===== src/rtl/adder_digit_sequencer.sv =====
// adder_digit_sequencer
//   Multi-word add controller wrapped around an external 2-bit ripple adder.
//   Operands are accepted on a valid/ready handshake. They are fed to the
//   adder one 2-bit digit per cycle, least significant digit first, with the
//   adder carry-out chained into the next digit. The returned sum digits are
//   reassembled and presented on a valid/ready result handshake.
//
// Ports
//   clk, rst_n            clock (rising edge), async active-low reset
//   in_valid/in_ready     operand handshake; in_a, in_b, in_cin operands
//   add_a/add_b/add_cin   digit drive to the external 2-bit adder
//   add_sum/add_cout      combinational adder response, same cycle
//   out_valid/out_ready   result handshake; out_sum, out_cout result
//   busy                  operation in flight (RUN or DONE)
//
// WIDTH must be even and >= 2.
module adder_digit_sequencer #(
  parameter int WIDTH = 8
) (
  input  logic             clk,
  input  logic             rst_n,
  input  logic             in_valid,
  output logic             in_ready,
  input  logic [WIDTH-1:0] in_a,
  input  logic [WIDTH-1:0] in_b,
  input  logic             in_cin,
  output logic [1:0]       add_a,
  output logic [1:0]       add_b,
  output logic             add_cin,
  input  logic [1:0]       add_sum,
  input  logic             add_cout,
  output logic             out_valid,
  input  logic             out_ready,
  output logic [WIDTH-1:0] out_sum,
  output logic             out_cout,
  output logic             busy
);

  localparam int DIGITS = WIDTH / 2;
  localparam int CW     = (DIGITS > 1) ? $clog2(DIGITS) : 1;
  localparam logic [CW-1:0] LAST = CW'(DIGITS - 1);

  typedef enum logic [1:0] {S_IDLE, S_RUN, S_DONE} state_t;

  state_t           r_state;
  logic [WIDTH-1:0] r_a_sh;
  logic [WIDTH-1:0] r_b_sh;
  logic [WIDTH-1:0] r_sum_sh;
  logic [WIDTH-1:0] r_out_sum;
  logic             r_out_cout;
  logic             r_carry;
  logic [CW-1:0]    r_cnt;

  logic [WIDTH-1:0] w_a_next;
  logic [WIDTH-1:0] w_b_next;
  logic [WIDTH-1:0] w_sum_next;

  // A single-digit word has nothing left to shift, so the shifted operands
  // collapse to zero and the new sum digit is the whole result.
  generate
    if (WIDTH == 2) begin : g_one_digit
      assign w_a_next   = '0;
      assign w_b_next   = '0;
      assign w_sum_next = add_sum;
    end else begin : g_multi_digit
      assign w_a_next   = {2'b00, r_a_sh[WIDTH-1:2]};
      assign w_b_next   = {2'b00, r_b_sh[WIDTH-1:2]};
      // Sum digits enter at the top so that after DIGITS shifts digit 0
      // has arrived at bits [1:0].
      assign w_sum_next = {add_sum, r_sum_sh[WIDTH-1:2]};
    end
  endgenerate

  always_ff @(posedge clk or negedge rst_n) begin
    if (!rst_n) begin
      r_state    <= S_IDLE;
      r_a_sh     <= '0;
      r_b_sh     <= '0;
      r_sum_sh   <= '0;
      r_out_sum  <= '0;
      r_out_cout <= 1'b0;
      r_carry    <= 1'b0;
      r_cnt      <= '0;
    end else begin
      case (r_state)
        S_IDLE: begin
          if (in_valid) begin
            r_a_sh  <= in_a;
            r_b_sh  <= in_b;
            r_carry <= in_cin;
            r_cnt   <= '0;
            r_state <= S_RUN;
          end
        end
        S_RUN: begin
          r_a_sh   <= w_a_next;
          r_b_sh   <= w_b_next;
          r_sum_sh <= w_sum_next;
          r_carry  <= add_cout;
          r_cnt    <= r_cnt + 1'b1;
          if (r_cnt == LAST) begin
            r_out_sum  <= w_sum_next;
            r_out_cout <= add_cout;
            r_state    <= S_DONE;
          end
        end
        S_DONE: begin
          // in_valid is ignored here; no bypass back into a new operation.
          if (out_ready) r_state <= S_IDLE;
        end
        default: r_state <= S_IDLE;
      endcase
    end
  end

  wire w_run = (r_state == S_RUN);

  // Held low for the whole reset assertion, not just after the state clears.
  assign in_ready  = rst_n && (r_state == S_IDLE);
  assign busy      = (r_state != S_IDLE);
  assign out_valid = (r_state == S_DONE);
  assign out_sum   = r_out_sum;
  assign out_cout  = r_out_cout;

  assign add_a   = w_run ? r_a_sh[1:0] : 2'b00;
  assign add_b   = w_run ? r_b_sh[1:0] : 2'b00;
  assign add_cin = w_run ? r_carry     : 1'b0;

endmodule

===== config.mk =====
export PLATFORM = sky130hd
export DESIGN_NAME = adder_digit_sequencer
export DESIGN_NICKNAME = d
export VERILOG_FILES = /design/src/rtl/adder_digit_sequencer.sv
export SDC_FILE = /design/constraint.sdc
export NUM_CORES = 1
export LEC_CHECK = 0
export ABC_AREA = 1
export BUFFER_PORTS_ARGS = -buffer_cell sky130_fd_sc_hd__buf_2
export CAP_MARGIN = 30
export CORE_MARGIN = 5
export CORE_UTILIZATION = 30
export DETAILED_ROUTE_END_ITERATION = 10
export PLACE_DENSITY = 0.55
export SETUP_SLACK_MARGIN = 0.05
export SYNTH_ARGS = -nofsm -noshare
export SYNTH_HDL_FRONTEND = slang
export SYNTH_SLANG_ARGS = --single-unit

===== constraint.sdc =====
create_clock -name clk -period 1.45 [get_ports clk]
set_input_delay 0.145 -clock clk [delete_from_list [all_inputs] [get_ports clk]]
set_output_delay 0.145 -clock clk [all_outputs]
set_load 0.02 [all_outputs]

==> summary.md, run 1 <==
| Metric | Value |
|---|---|
| Met2 usage | `16.96%` |
| Top_reg_cell synth | `dfrtp_1` |
| EDFF count, synth | `0` |
| CP startpoint kind | `flop` |
| CP arrival | `1.23 ns` |
| Chip width | `86.20 um` |
| Power Dens Cells | `2335 nW/um^2` |
| Slew at the pin closest to its max-slew limit | `0.4629 ns` |
| Design Power | `5142 uW` |
| Initial Util | `31.25%` |
| First-pass detailed-route iteration total | `4` |
| Worst setup EP type | `primary output` |
| Max Cap Viol | `0` |
| Worst Hold Margin | `0.06265 ns` |
| CP Max Fanout | `14` |
| Synth Net Count | `238` |
| Sequential area share after synthesis | `51.72%` |
| WL/cell | `11.68 um` |
| Syn Area/Cell | `8.177 um^2` |
| Top post-synthesis cells by area | `dfrtp_1 (52%), nand2_1 (13%), nand3_1 (9.5%), inv_1 (8.4%), o21ai_2 (3.5%)` |
| GRT Resource Usage Total | `10.96%` |
| Critical Path RT | `1.31 ns` |
| Slew Viols, Final | `0` |
| Minimum clock period | `1.371 ns` |
| Setup Crit Path Kind | `reg -> out` |
| VDD IR max | `1.068 mV` |
| Clock slew at reported path FFs | `0.06 ns` |
| Initial antenna violation count | `0` |
| Unrepaired setup endpoints after global routing | `true` |
| Final instance area | `2202 um^2` |
| Skew final | `0.01023 ns` |
| Final HPWL DP | `2.639 mm` |
| Status | `complete, no violations` |
| Met1 global-route usage | `14.75%` |
| Via Count | `1437` |
| Post-route ant nets | `0` |
| Unique masters post-synth | `18` |
| CTS tree | `yes` |
| Leak Pwr | `0.001239 uW` |
| Area Growth Syn to Fin | `26.44%` |
| Fmax achieved | `729.2 MHz` |
| Most common cell after layout, fill and taps aside | `nand2_1` |
| GRT Residual Overflow | `0` |
| Clock Root Buffer | `clkbuf_8` |
| Worst hold path cell count | `2` |
| Async set or reset register ratio after synthesis | `100.0%` |
| CTS Buf Count | `5` |
| Post-route clock period utilization | `94.57%` |
| H-Tree Depth | `2` |
| Global-route layer with the greatest usage | `met2` |
| Die Span Y | `86.20 um` |
| Global-route wire length before repair | `6.472 mm` |
| Via density | `4.290` |
| Yosys warns | `0` |
| Final TNS setup | `0 ns` |
| Post-layout util | `39.51%` |
| Final hold vios | `0` |
| Full die area | `7430 um^2` |
| R2r worst-path depth | `6` |
| Synth area leader | `dfrtp_1` |
| Commonest non-fill, non-tap cells in the layout | `nand2_1 (59), inv_1 (39), buf_2 (34), dfrtp_1 (34), nand3_1 (33)` |
| Share of layout cells above drive strength 1 | `29.66%` |
| CTS Buffer Depth | `2` |
| GRT met3 Usage | `1.901%` |
| Worst Hold Class | `in -> reg` |
| Vias in the first global route | `1419` |
| Num rows | `27` |
| Core region area | `5574 um^2` |
| Worst-Skew Late Latency | `0.29 ns` |
| Syn Inst Count | `213` |
| Netlist Area Pre-Place | `1742 um^2` |
| RePlAce Congestion | `0.7297` |
| Area share of the largest cell type after synthesis | `51.72%` |
| Final setup violation count | `0` |
| Max_slew headroom | `69.14%` |
| DRC | `0` |
| Post-Route WL | `3.913 mm` |
| I/O pin total | `41` |
| DR iter-0 viols | `93` |
| ANT cells | `0` |
| Largest net degree at the start of global routing | `37` |
| Layout Nets | `287` |
| I/O Buffers | `40` |
| Sink Count | `36` |
| Yosys reg bits | `36` |
| Placed Area | `2007 um^2` |
critical path, stage by stage, from the launching register on:
cell,delay (ns)
dfrtp_2,0.44
inv_4,0.12
nand2_8,0.11
nor2_1,0.12
buf_4,0.15
final timing paths:
| check | from | slack, ns | endpoint |
|---|---|---|---|
| worst max-delay path | r_state[1]$_DFFE_PN0P_ | 0.08 | add_cin |
| worst min-delay path | out_ready | 0.06 | r_state[1]$_DFFE_PN0P_ |
| worst max register to register | r_state[1]$_DFFE_PN0P_ | 0.13 | r_a_sh[1]$_DFFE_PN0P_ |
| worst min register to register | out_sum[1]$_DFFE_PN0P_ | 0.47 | out_sum[1]$_DFFE_PN0P_ |
| max in group asynchronous | rst_n | 0.64 | r_state[0]$_DFFE_PN0P_ |
| min in group asynchronous | rst_n | 0.45 | out_sum[6]$_DFFE_PN0P_ |
sequential cells by signal, summed over array words and instances (netlist names):
name and count:
r_sum_sh 6, out_cout 1, r_carry 1, out_sum 8, r_state 2, r_cnt 2
r_b_sh 8, r_a_sh 8
cells by family (layout without fill, tap and decap cells):
logic type | Yosys count | count (layout) | synth area share, %
AOI/OAI and AO/OA | 20 | 20 | 7.615
DFF | 36 | 36 | 51.72
and+or+nand+nor | 106 | 107 | 27.08
buffers and inverters | 50 | 99 | 12.86
adders and majority gates | 1 | 1 | 0.7183
per-layer routing:
metal	up-vias	share of wire [%]	wire [um]
li1	746	-	-
met1	649	50	1938
met2	35	44	1732
met3	7	4.2	166
met4	0	1.9	75
met5	-	0	0
Yosys cell counts, types with 2 or more instances:
library cell / number
buf_2: 2
buf_4: 3
buf_6: 3
dfrtp_1: 36
inv_1: 39
inv_2: 2
nand2_1: 59
nand2_4: 3
nand3_1: 33
nor2_1: 9
o21ai_0: 11
o21ai_2: 7
power by group:
group	internal, uW	switching (uW)
clock network	510	348
logic	934	1580
registers	1490	286
layout make-up:
cell class	count	area, um^2
Tap cell	72	90.09
Clock buffer	6	72.57
Sequential cell	36	903.4
Inverter	41	156.4
Clock inverter	2	35.03
Timing Repair Buffer	50	292.8
Fill cell	597	3372
Multi-Input combinational cell	128	651.9
repair_timing:
action | 4_1_cts | 5_1_grt
hold buffers | 1 | 0
endpoints found under the setup margin | 6 | 8
endpoints found under the hold margin | 36 | 0
cloned | 0 | 1
pin swaps | 0 | 1
buffers inserted | 2 | 1
resized for setup | 3 | 12
per-stage QoR:
stage / instances / setup WS (ns)
after detailed placement: 322 / 0.1889
after CTS: 333 / 0.04927
after floorplan: 213 / 0.08188
final: 335 / 0.07866
after global routing: 335 / 0.007878
after global placement: 322 / 0.2390
Note: power is estimated with default switching activity, not from simulation.
==> inputs of run 2 (changes only) <==
--- a/config.mk
+++ b/config.mk
@@ -5,7 +5,6 @@
 export SDC_FILE = /design/constraint.sdc
 export NUM_CORES = 1
 export LEC_CHECK = 0
-export ABC_AREA = 1
 export BUFFER_PORTS_ARGS = -buffer_cell sky130_fd_sc_hd__buf_2
 export CAP_MARGIN = 30
 export CORE_MARGIN = 5
==> run 2 against run 1 <==
The flow now finishes with violations (setup timing); global-route usage up 1.4 points; sequential share of layout area up 2.0 points; maximum frequency down 5.9%; clock power down 17%; die area down 7.0%.
==> summary.md, run 2 <==
| Metric | Value |
|---|---|
| Status | `finished with violations (was complete, no violations)` |
| Failing checks | `setup timing` |
| CTS tree | `yes (unchanged)` |
| DR iter-0 viols | `65 (was 93)` |
| Combinational fraction of design power | `49.7% (was 48.9%)` |
| Worst-Skew Late Latency | `0.29 ns (about the same)` |
| Final worst slack | `-0.006888 ns (was 0.07866 ns)` |
| Worst setup EP type | `primary output (unchanged)` |
| Slew at the pin closest to its max-slew limit | `0.4656 ns (was 0.4629 ns)` |
| RePlAce Congestion | `0.7566 (was 0.7297)` |
| H-Tree Depth | `2 (unchanged)` |
| Share of layout cells above drive strength 1 | `42.21% (was 29.66%)` |
| WL/cell | `15.02 um (was 11.68 um)` |
| Placed Area | `1908 um^2 (was 2007 um^2)` |
| Full die area | `6909 um^2 (was 7430 um^2)` |
| Setup Crit Path Kind | `reg -> out (unchanged)` |
| Yosys warns | `0 (unchanged)` |
| Switching share of power | `39.09% (was 43.03%)` |
| Syn Inst Count | `146 (was 213)` |
| Layout Nets | `223 (was 287)` |
| Slew Viols, Final | `0 (unchanged)` |
| EDFF count, synth | `0 (unchanged)` |
| VDD IR max | `1.005 mV (was 1.068 mV)` |
| CTS Buf Count | `5 (unchanged)` |
| Skew final | `0.005480 ns (was 0.01023 ns)` |
| I/O Buffers | `40 (unchanged)` |
| Post-synth top cells | `dfrtp_1 (36), nand2_1 (24), o22ai_1 (21) (was nand2_1 (59), inv_1 (39), dfrtp_1 (36))` |
| Chip width | `83.12 um (was 86.20 um)` |
| Post-route ant nets | `0 (unchanged)` |
| Crit path buf inv count | `1 (was 2)` |
| Via Count | `1293 (was 1437)` |
| Global-route layer with the greatest usage | `met1 (was met2)` |
| Crit-path max cell delay | `0.44 ns (about the same)` |
| CP startpoint kind | `flop (unchanged)` |
| Initial Util | `31.21% (was 31.25%)` |
| Final TNS setup | `-0.008799 ns (was 0 ns)` |
| Sink Count | `36 (unchanged)` |
| Power Dens Cells | `2406 nW/um^2 (was 2335 nW/um^2)` |
| Top post-synthesis cells by area | `dfrtp_1 (56%), mux2_4 (8.4%), o22ai_1 (8.2%), nand2_1 (5.6%), o21ai_0 (3.4%) (was dfrtp_1 (52%), nand2_1 (13%), nand3_1 (9.5%), inv_1 (8.4%), o21ai_2 (3.5%))` |
| Max Cap Viol | `0 (unchanged)` |
| Slowest-stage cell, CP | `dfrtp_2 (unchanged)` |
| GRT Residual Overflow | `0 (unchanged)` |
| Most frequent cell after synthesis | `dfrtp_1 (was nand2_1)` |
| Via density | `4.807 (was 4.290)` |
| Global-route wire length before repair | `7.031 mm (was 6.472 mm)` |
| Commonest non-fill, non-tap cells in the layout | `buf_2 (34), dfrtp_1 (34), nand2_1 (24), o22ai_1 (21), buf_4 (13) (was nand2_1 (59), inv_1 (39), buf_2 (34), dfrtp_1 (34), nand3_1 (33))` |
| Final instance area | `2101 um^2 (was 2202 um^2)` |
| GRT Resource Usage Total | `12.37% (was 10.96%)` |
| Met1 global-route usage | `17.96% (was 14.75%)` |
| Minimum clock period | `1.457 ns (was 1.371 ns)` |
| CP arrival | `1.31 ns (was 1.23 ns)` |
| First-pass detailed-route iteration total | `4 (unchanged)` |
| Cell family with most CP delay | `simple AND/OR/NAND/NOR gates (was flip-flops)` |
| Final hold vios | `0 (unchanged)` |
| P_int | `3079 uW (was 2929 uW)` |
| Syn Area/Cell | `10.99 um^2 (was 8.177 um^2)` |
| DRC | `0 (unchanged)` |
| Largest net degree at the start of global routing | `37 (unchanged)` |
| Async set or reset register ratio after synthesis | `100.0% (unchanged)` |
| Netlist Area Pre-Place | `1604 um^2 (was 1742 um^2)` |
| Unique masters post-synth | `23 (was 18)` |
| CTS Buffer Depth | `2 (unchanged)` |
| Unrepaired setup endpoints after global routing | `true (unchanged)` |
| Leak Pwr | `0.001031 uW (was 0.001239 uW)` |
| CP Max Fanout | `7 (was 14)` |
| Critical path cell sequence | `and2b_4 -> and2_4 -> buf_6 (was inv_4 -> nand2_8 -> nor2_1 -> buf_4)` |
| Yosys reg bits | `36 (unchanged)` |
| Final HPWL DP | `2.825 mm (was 2.639 mm)` |
| Final setup violation count | `2 (was 0)` |
| Initial antenna violation count | `0 (unchanged)` |
| Post-layout util | `40.87% (was 39.51%)` |
| Max_slew headroom | `68.96% (was 69.14%)` |
| Fmax achieved | `686.4 MHz (was 729.2 MHz)` |
| Clock network power share | `14.1% (was 16.7%)` |
| ANT cells | `0 (unchanged)` |
| Worst Hold Class | `in -> reg (unchanged)` |
| Clock slew at reported path FFs | `0.08 ns (was 0.06 ns)` |
| Vias in the first global route | `1381 (was 1419)` |
| Critical Path RT | `1.31 ns (about the same)` |
| Die Span Y | `83.12 um (was 86.20 um)` |
| Flop pwr share | `36.3% (was 34.5%)` |
| Post-route clock period utilization | `100.5% (was 94.57%)` |
| Core region area | `5140 um^2 (was 5574 um^2)` |
| Num rows | `26 (was 27)` |
| Sequential area share after synthesis | `56.16% (was 51.72%)` |
| Area Growth Syn to Fin | `30.97% (was 26.44%)` |
| Clock Root Buffer | `clkbuf_8 (unchanged)` |
| Area share of the largest cell type after synthesis | `56.16% (was 51.72%)` |
| Top_reg_cell synth | `dfrtp_1 (unchanged)` |
| Synth Net Count | `171 (was 238)` |
| Post-Route WL | `4.040 mm (was 3.913 mm)` |
| Synth area leader | `dfrtp_1 (unchanged)` |
| Met2 usage | `17.57% (was 16.96%)` |
| Switching power | `1975 uW (was 2212 uW)` |
| I/O pin total | `41 (unchanged)` |
| GRT met3 Usage | `4.158% (was 1.901%)` |
==> run 2: cell count changes after synthesis, sizes merged, moves of 7 or more <==
cell | before | now
inv | 41 | 2
nand2 | 63 | 25
nand3 | 33 | 0
o22ai | 0 | 21
a21oi | 1 | 10
mux2 | 0 | 9
nor2 | 10 | 3
o21ai | 18 | 11
==> run 2: path summary, 6_finish.rpt <==
path                                              start                 endpoint  slack (ns)  cells after the start
max in group asynchronous                         rst_n   r_state[0]$_DFFE_PN0P_        0.59                      3
worst max register to register   r_state[1]$_DFFE_PN0P_   out_sum[3]$_DFFE_PN0P_        0.01                      4
worst max-delay path             r_state[1]$_DFFE_PN0P_                  add_cin      -0.007                      3
min in group asynchronous                         rst_n   out_sum[0]$_DFFE_PN0P_        0.50                      3
worst min-delay path                          out_ready   r_state[1]$_DFFE_PN0P_        0.04                      2
worst min register to register  r_sum_sh[3]$_DFFE_PN0P_  r_sum_sh[3]$_DFFE_PN0P_        0.48                      2
==> run 2: routing by layer <==
metal	wire [um]	vias to the layer above	share of wire [%]
met2	1802	44	45
met1	1936	616	48
met5	0	-	0
li1	-	628	-
met4	29	0	0.72
met3	271	5	6.7
==> run 2: final cells by class <==
type                            instances  area [um^2]
Fill cell                             544         3039
Sequential cell                        36        903.4
Multi-Input combinational cell         99        666.9
Timing Repair Buffer                   54        345.3
Tap cell                               70        87.58
Clock buffer                            5        68.82
Clock inverter                          3        18.77
Inverter                                2        10.01
==> run 2: cell families (layout without fill, tap and decap cells) <==
kind of cell	after synthesis	after routing	share of synthesized area, %
compound gates	47	47	17.55
simple gates	42	42	13.42
flops	36	36	56.16
buf+inv	11	64	3.666
mux	9	9	8.424
fa+ha+maj	1	1	0.7799
==> run 2: worst reg2reg max path: stages (launching register included) <==
cell,delay (ns)
dfrtp_2,0.44
and2b_4,0.31
buf_4,0.16
nand2_8,0.10
mux2_4,0.32
==> run 2: stage by stage <==
| stage | power (uW) | hold slack (ns) | instances | setup slack (ns) |
|---|---|---|---|---|
| after floorplan | 3366 | -0.1506 | 146 | 0.1576 |
| after global placement | 4018 | 0.2894 | 256 | 0.08858 |
| after detailed placement | 4052 | 0.2875 | 256 | 0.06253 |
| after CTS | 5072 | 0.04093 | 268 | -0.01149 |
| after global routing | 5447 | 0.04953 | 269 | -0.05954 |
| final | 5054 | 0.04353 | 269 | -0.006888 |
==> run 2: timing repair <==
| action | CTS | global route |
|---|---|---|
| pin swaps | 5 | 0 |
| buffers inserted | 3 | 1 |
| gates resized for setup | 20 | 4 |
| hold endpoints to repair | 36 | 0 |
| hold buffers | 1 | 0 |
| setup endpoints to repair | 7 | 27 |
==> run 2: power groups by stage <==
stage | clock (uW) | combinational (uW) | sequential (uW)
finish | 711 | 2510 | 1830
detailed placement | 0 | 2200 | 1850
floorplan | 0 | 1500 | 1870
global placement | 0 | 2180 | 1840
global route | 773 | 2770 | 1900
CTS | 731 | 2510 | 1830
==> inputs of run 3 (changes only) <==
--- a/config.mk
+++ b/config.mk
@@ -10,8 +10,10 @@
 export CORE_MARGIN = 5
 export CORE_UTILIZATION = 30
 export DETAILED_ROUTE_END_ITERATION = 10
+export MAX_ROUTING_LAYER = met4
 export PLACE_DENSITY = 0.55
 export SETUP_SLACK_MARGIN = 0.05
+export SKIP_CTS_REPAIR_TIMING = 1
 export SYNTH_ARGS = -nofsm -noshare
 export SYNTH_HDL_FRONTEND = slang
 export SYNTH_SLANG_ARGS = --single-unit
==> run 3 against run 2 <==
The flow still finishes with violations (setup timing); maximum frequency increased by 0.40%; die area stayed put; via count grew 1.4%; global-route usage up 0.11 points; clock skew rose by 0.0040 ns; sequential power about the same; clock-buffer cell count is the same.
==> summary.md, run 3 (same netlist as run 2, synthesis figures left out) <==
| Metric | Value |
|---|---|
| Final worst slack | `-0.001082 ns (was -0.006888 ns)` |
| Initial Util | `31.21% (unchanged)` |
| DR iter-0 viols | `64 (was 65)` |
| Initial antenna violation count | `0 (unchanged)` |
| Leak Pwr | `0.001054 uW (was 0.001031 uW)` |
| FF-to-FF setup slack | `0.04 ns (was 0.01 ns)` |
| Layout Nets | `227 (was 223)` |
| Skew final | `0.009494 ns (was 0.005480 ns)` |
| Via Count | `1311 (was 1293)` |
| Via density | `4.802 (was 4.807)` |
| Slew at the pin closest to its max-slew limit | `0.4648 ns (was 0.4656 ns)` |
| CTS Buf Count | `5 (unchanged)` |
| I/O pin total | `41 (unchanged)` |
| Worst-Skew Late Latency | `0.29 ns (about the same)` |
| Worst setup EP type | `primary output (unchanged)` |
| Slowest-stage cell, CP | `dfrtp_2 (unchanged)` |
| VDD IR max | `1.099 mV (was 1.005 mV)` |
| Max Cap Viol | `0 (unchanged)` |
| Clock slew at reported path FFs | `0.08 ns (about the same)` |
| Layout fillers | `542 (was 544)` |
| CP startpoint | `r_state[1]$_DFFE_PN0P_ (unchanged)` |
| CTS tree | `yes (unchanged)` |
| I/O Buffers | `40 (unchanged)` |
| Max_slew headroom | `69.01% (was 68.96%)` |
| RR Startpoint | `r_state[1]$_DFFE_PN0P_ (unchanged)` |
| Chip width | `83.12 um (unchanged)` |
| Critical Path RT | `1.31 ns (about the same)` |
| Power Dens Cells | `2410 nW/um^2 (was 2406 nW/um^2)` |
| Failing checks | `setup timing (unchanged)` |
| CP startpoint kind | `flop (unchanged)` |
| FF+latch area | `903.4 um^2 (unchanged)` |
| Clock Root Buffer | `clkbuf_8 (unchanged)` |
| Post-route ant nets | `0 (unchanged)` |
| Crit path buf inv count | `1 (unchanged)` |
| GRT Resource Usage Total | `12.48% (was 12.37%)` |
| RePlAce Congestion | `0.7665 (was 0.7566)` |
| DP Cell Count | `256 (unchanged)` |
| Final TNS setup | `-0.001082 ns (was -0.008799 ns)` |
| Die Span Y | `83.12 um (unchanged)` |
| Num rows | `26 (unchanged)` |
| H-Tree Depth | `2 (unchanged)` |
| Fmax achieved | `689.1 MHz (was 686.4 MHz)` |
| Area Growth Syn to Fin | `33.07% (was 30.97%)` |
| Most common cell after layout, fill and taps aside | `buf_2` |
| Share of layout cells above drive strength 1 | `43.84% (was 42.21%)` |
| Sink Count | `36 (unchanged)` |
| Status | `finished with violations (unchanged)` |
| Minimum clock period | `1.451 ns (was 1.457 ns)` |
| CTS Buffer Depth | `2 (unchanged)` |
| CP arrival | `1.31 ns (about the same)` |
| Hold path start | `out_ready (unchanged)` |
| Full die area | `6909 um^2 (unchanged)` |
| Global-route wire length before repair | `6.879 mm (was 7.031 mm)` |
| DRC | `0 (unchanged)` |
| Crit-path max cell delay | `0.45 ns (was 0.44 ns)` |
| Critical path cell sequence | `and2b_4 -> and2_4 -> buf_6 (unchanged)` |
| Final setup violation count | `1 (was 2)` |
| Post-Route WL | `4.093 mm (was 4.040 mm)` |
| Largest net degree at the start of global routing | `37 (unchanged)` |
| Setup Crit Path Kind | `reg -> out (unchanged)` |
| Final HPWL DP | `2.825 mm (unchanged)` |
| Slew Viols, Final | `0 (unchanged)` |
| Final Non-Filler Cells | `273 (was 269)` |
| Commonest non-fill, non-tap cells in the layout | `buf_2 (35), dfrtp_1 (34), nand2_1 (24), o22ai_1 (21), buf_4 (14) (was buf_2 (34), dfrtp_1 (34), nand2_1 (24), o22ai_1 (21), buf_4 (13))` |
| Vias in the first global route | `1350 (was 1381)` |
| ANT cells | `0 (unchanged)` |
| Multi-input gate area | `694.4 um^2 (was 666.9 um^2)` |
| CP Max Fanout | `5 (was 7)` |
| Post-route clock period utilization | `100.1% (was 100.5%)` |
| First-pass detailed-route iteration total | `4 (unchanged)` |
| GRT Residual Overflow | `0 (unchanged)` |
| Core region area | `5140 um^2 (unchanged)` |
| Worst Hold Class | `in -> reg (unchanged)` |
| Unrepaired setup endpoints after global routing | `true (unchanged)` |
| Cell family with most CP delay | `simple AND/OR/NAND/NOR gates (unchanged)` |
| WL/cell | `14.99 um (was 15.02 um)` |
| Final hold vios | `0 (unchanged)` |
## run 3: path summary, 6_finish.rpt
path | endpoint | depth (start not counted)
min in group asynchronous | out_sum[0]$_DFFE_PN0P_ | 3
max in group asynchronous | r_state[0]$_DFFE_PN0P_ | 3
hold reg to reg | r_sum_sh[3]$_DFFE_PN0P_ | 2
hold / removal | r_state[1]$_DFFE_PN0P_ | 2
setup reg to reg | r_a_sh[5]$_DFFE_PN0P_ | 4
setup / recovery | add_cin | 3
## run 3: through the flow
step	hold slack [ns]	cell area [um^2]	setup WS [ns]	total power (uW)	util, %
2_1_floorplan	-0.1506	1604	0.1576	3366	-
3_3_place_gp	0.2894	1908	0.08858	4018	37.12
3_5_place_dp	0.2875	1908	0.06253	4052	37.12
4_1_cts	-0.03034	1996	-0.1719	4770	38.83
5_1_grt	0.05002	2135	-0.04432	5542	41.53
6_report	0.04207	2135	-0.001082	5144	41.53
## run 3: final cells by class
cell class | instances | share of cell area [%]
flip-flops and latches | 36 | 42.32
multi-input cells | 101 | 32.53
repair buffers | 56 | 16.47
well taps | 70 | 4.103
clock buffers | 5 | 3.224
clock inverters | 3 | 0.8792
inverters | 2 | 0.4689
## run 3: report_power, final
group | internal (uW) | total [uW] | switching [uW]
sequential | 1490 | 1820 | 332
combinational | 1300 | 2620 | 1320
clock | 335 | 706 | 371
## run 3: layer usage
layer	track usage, %	share of wire, %	up-vias
met5	-	0	-
met4	3.120	0.61	0
met3	3.564	5.8	5
met1	18.20	49	625
li1	-	-	638
met2	16.91	44	43
